**src/rtl/serial_add_unit.sv**
```systemverilog
// Bit-serial adder/subtractor: one full_adder cell, one bit per clock, LSB first.
// Operands are accepted through a start/done handshake; results hold until the next done.

module full_adder (
   input  logic a,
   input  logic b,
   input  logic ci,
   output logic s,
   output logic co
);
   assign s  = a ^ b ^ ci;
   assign co = (a & b) | (ci & (a ^ b));
endmodule

module serial_add_unit #(
   parameter int WIDTH = 8
) (
   input  logic             clk,
   input  logic             rst,
   input  logic             start,
   input  logic             sub,
   input  logic [WIDTH-1:0] a,
   input  logic [WIDTH-1:0] b,
   output logic             busy,
   output logic             done,
   output logic [WIDTH-1:0] result,
   output logic             cout,
   output logic             overflow,
   output logic             zero
);
   localparam int CW = (WIDTH > 1) ? $clog2(WIDTH) : 1;
   localparam logic [CW-1:0] LAST = CW'(WIDTH - 1);

   typedef enum logic [1:0] {IDLE, RUN, DONE} state_t;

   state_t           state, nstate;
   logic [WIDTH-1:0] a_sh, b_sh, acc_sh;
   logic [CW-1:0]    cnt;
   logic             carry;
   logic             fa_s, fa_co;
   logic             accept, last;
   logic             c_msb;
   logic [WIDTH-1:0] acc_final;

   full_adder u_fa (
      .a  (a_sh[0]),
      .b  (b_sh[0]),
      .ci (carry),
      .s  (fa_s),
      .co (fa_co)
   );

   assign accept    = start && (state != RUN);
   assign last      = (state == RUN) && (cnt == LAST);
   // On the last bit the registered carry is the carry into the MSB.
   assign c_msb     = carry;
   assign acc_final = {fa_s, acc_sh[WIDTH-1:1]};

   always_ff @(posedge clk) begin
      if (rst) state <= IDLE;
      else     state <= nstate;
   end

   always_comb begin
      nstate = state;
      case (state)
         IDLE:    if (start) nstate = RUN;
         RUN:     if (cnt == LAST) nstate = DONE;
         DONE:    nstate = start ? RUN : IDLE;
         default: nstate = IDLE;
      endcase
   end

   always_comb begin
      busy = (state == RUN);
      done = (state == DONE);
   end

   always_ff @(posedge clk) begin
      if (rst) begin
         a_sh     <= '0;
         b_sh     <= '0;
         acc_sh   <= '0;
         carry    <= 1'b0;
         cnt      <= '0;
         result   <= '0;
         cout     <= 1'b0;
         overflow <= 1'b0;
         zero     <= 1'b0;
      end else begin
         if (accept) begin
            a_sh   <= a;
            b_sh   <= sub ? ~b : b;
            carry  <= sub;
            cnt    <= '0;
            acc_sh <= '0;
         end else if (state == RUN) begin
            a_sh   <= {1'b0, a_sh[WIDTH-1:1]};
            b_sh   <= {1'b0, b_sh[WIDTH-1:1]};
            acc_sh <= acc_final;
            carry  <= fa_co;
            cnt    <= cnt + 1'b1;
         end
         if (last) begin
            result   <= acc_final;
            cout     <= fa_co;
            overflow <= c_msb ^ fa_co;
            zero     <= (acc_final == '0);
         end
      end
   end
endmodule

```
**config.mk**
```make
export PLATFORM = sky130hd
export DESIGN_NAME = serial_add_unit
export DESIGN_NICKNAME = d
export VERILOG_FILES = /design/src/rtl/serial_add_unit.sv
export SDC_FILE = /design/constraint.sdc
export NUM_CORES = 1
export LEC_CHECK = 0
export CAP_MARGIN = 20
export CORE_UTILIZATION = 50
export DETAILED_ROUTE_END_ITERATION = 8
export HOLD_SLACK_MARGIN = 0.08
export PLACE_DENSITY_LB_ADDON = 0.08
export SLEW_MARGIN = 20
export SYNTH_ARGS = -nofsm -noshare
export SYNTH_HDL_FRONTEND = slang
export SYNTH_SLANG_ARGS = --single-unit
```
**constraint.sdc**
```tcl
create_clock -name clk -period 1.5 [get_ports clk]
set_input_delay 0.375 -clock clk [delete_from_list [all_inputs] [get_ports clk]]
set_output_delay 0.375 -clock clk [all_outputs]
set_load 0.005 [all_outputs]
```
==> flow_summary.yaml <==
clock_network:
  clk_pin_slew_worst_paths_ns: 0.12
  cts-root-buf: "clkbuf_4"
  htreeDepth: 2
  clock_sinks: 40
  clkLatencyLatePin_ns: 0.34
  cts_inserted_buffers: 5
  cts_tree: "yes"
  max-clock-path-buffers: 2
  postCtsHoldBufs: 0
placement:
  placed_cells: 274
  placed_cell_area_mm2: 0.00218
  port_buffers: 32
  hpwl_um: 2500
  place.gp.congestion: 0.761
yosys:
  yosysTopAreaCell: "dfxtp_1"
  synthCells: 196
  synth_area_mm2: 0.00181
  synth_edf_count: 0
  synth_area_leaders: "dfxtp_1 44%, nand2_1 9.1%, a21oi_2 7.8%, mux2i_1 5.0%, buf_6 5.0%"
  synth_cell_types: 28
  yosysMostFrequentCell: "nand2_1"
  yosysWarnings: 0
  synth_nets: 219
  synth_common_cells: "44 x nand2_1, 40 x dfxtp_1, 19 x nor2_1"
  synth-async-reset-ratio_pct: 0
  ys_seq_area_share_pct: 44.3
  avgSynthCellArea_um2: 9.22
  ys.flop_type: "dfxtp_1"
  synth_top_cell_area_share_pct: 44.3
  ys_ff_latch: 40
route:
  ant_nets: 0
  vias: 1470
  wire_per_inst_um: 12.3
  drc_errors: 0
  drt_wl_total_um: 3510
  via_per_inst: 5.16
  drtIter0Drc: 55
  first_pass_iters: 4
grt:
  grt_max_degree: 28
  overflow: 0
  busiest_layer: "met2"
  use_met3_pct: 4.41
  grt_antenna_before_repair: 0
  gr-usage-met1_pct: 25.4
  use_met2_pct: 36.0
  grt_use_total_pct: 20.8
  grt_pass1_vias: 1483
  grt_pass1_wl_um: 6460
power:
  ir_worst_vdd_uv: 687
  power.density_mw_per_mm2: 943
  leakage_uw: 0.000921
floorplanning:
  die-area_mm2: 0.00386
  start_util_pct: 53.3
  core_mm2: 0.00339
  chipHeight_um: 62.1
  rows: 21
  top_level_ports: 33
  die_w_um: 62.1
timing:
  finalSetupViolations: 0
  relSlewSlack_pct: 82.3
  rsz0062_at_grt: "true"
  hold_viol: 0
  finalCritPeriodShare_pct: 96.9
  fin_crit_ns: 1.45
  drv_slew: 0
  max_clock_freq_ghz: 0.688
  worst_pin_slew_ns: 0.265
  finalClockSkew_ns: 0.0118
  tns_ns: 0
cells_and_area:
  final_cells: 285
  drive_above_1_share_pct: 27.2
  final_nets: 261
  num_antenna_cells: 0
  final_area_mm2: 0.00230
  syn_to_final_growth_pct: 27.3
hold_path:
  holdCritPathClass: "reg -> reg"
worst_setup_path:
  start_kind: "flip-flop"
  critPathKind: "reg -> out"
  crit_arrival_ns: 1.08
  worstSetupEndpointType: "output pin"
  crit_fanout: 3
  required_ns: 1.12
run_status:
  status: "finished, final reports clean"
run:
  cap_violations: 0
==> placed cells by master (no fill, tap or decap), drive strengths merged, types with 9 or more instances in the layout <==
master and instances:
clkdlybuf4s50 19, mux2i 9, dlygate4sd2 11, a21oi 26, buf 19, xnor2 10
dfxtp 40, nor2 20, a211oi 9, nand2 44
==> layer usage <==
layer / wire length (um) / vias up
met5: 0 / -
met3: 137 / 5
met2: 1710 / 33
met1: 1630 / 686
li1: - / 746
met4: 36 / 0
==> area by class of cell <==
class / count / area [um^2]
inverters: 2 / 12.5
flip-flops and latches: 40 / 818
repair buffers: 50 / 448
fillers: 270 / 1090
multi-input cells: 139 / 886
clock buffers: 5 / 37.5
clock inverters: 3 / 42.5
well taps: 46 / 57.6
==> state kept, by name (all words and copies together), names as in the netlist <==
register,count
b_sh,8
acc_sh,7
cnt,3
c_msb,1
state,2
zero,1
result,8
cout,1
a_sh,8
overflow,1
==> path summary, 6_finish.rpt <==
kind | depth (start not counted) | to | slack [ns] | startpoint
setup reg to reg | 6 | result[2] | 0.13 | cnt[0]
setup / recovery | 3 | done | 0.05 | state[1]
hold / removal | 2 | result[1] | 0.46 | result[1]
hold reg to reg | 2 | result[1] | 0.46 | result[1]
==> critical path, cell delays in order (launching register included) <==
cell     delay, ns
dfxtp_2       0.35
buf_6         0.11
and2b_1       0.15
buf_2         0.13
==> what timing repair did <==
item	in CTS	in global routing
setup endpoints to repair	13	11
setup buffers	3	0
gates resized for setup	31	6
pin swaps	0	1
==> cell families after synthesis <==
| group | after synthesis | share of synthesized area (%) |
|---|---|---|
| AOI/OAI and AO/OA | 45 | 19.4 |
| buffers and inverters | 17 | 7.68 |
| adders and majority gates | 3 | 2.49 |
| muxes | 9 | 4.98 |
| DFF | 40 | 44.3 |
| xor gates and xnor gates | 10 | 4.84 |
| and+or+nand+nor | 72 | 16.3 |
==> where the power goes <==
part | internal, uW | switching [uW] | leakage [uW]
clock network | 348 | 348 | 0.0000412
registers | 1110 | 33.1 | 0.000333
logic | 171 | 160 | 0.000546
total | 1630 | 541 | 0.000921
==> stage by stage <==
stage | util [%] | power [uW] | hold WS [ns] | worst slack, ns
5_1_grt | 67.9 | 2280 | 0.481 | -0.00329
4_1_cts | 67.6 | 2190 | 0.461 | 0.0185
2_1_floorplan | - | 1400 | 0.441 | 0.224
3_5_place_dp | 64.5 | 1500 | 0.447 | -0.133
3_3_place_gp | 64.5 | 1480 | 0.444 | -0.0652
6_report | 67.9 | 2170 | 0.457 | 0.0461
(Power assumes the default switching activity.)
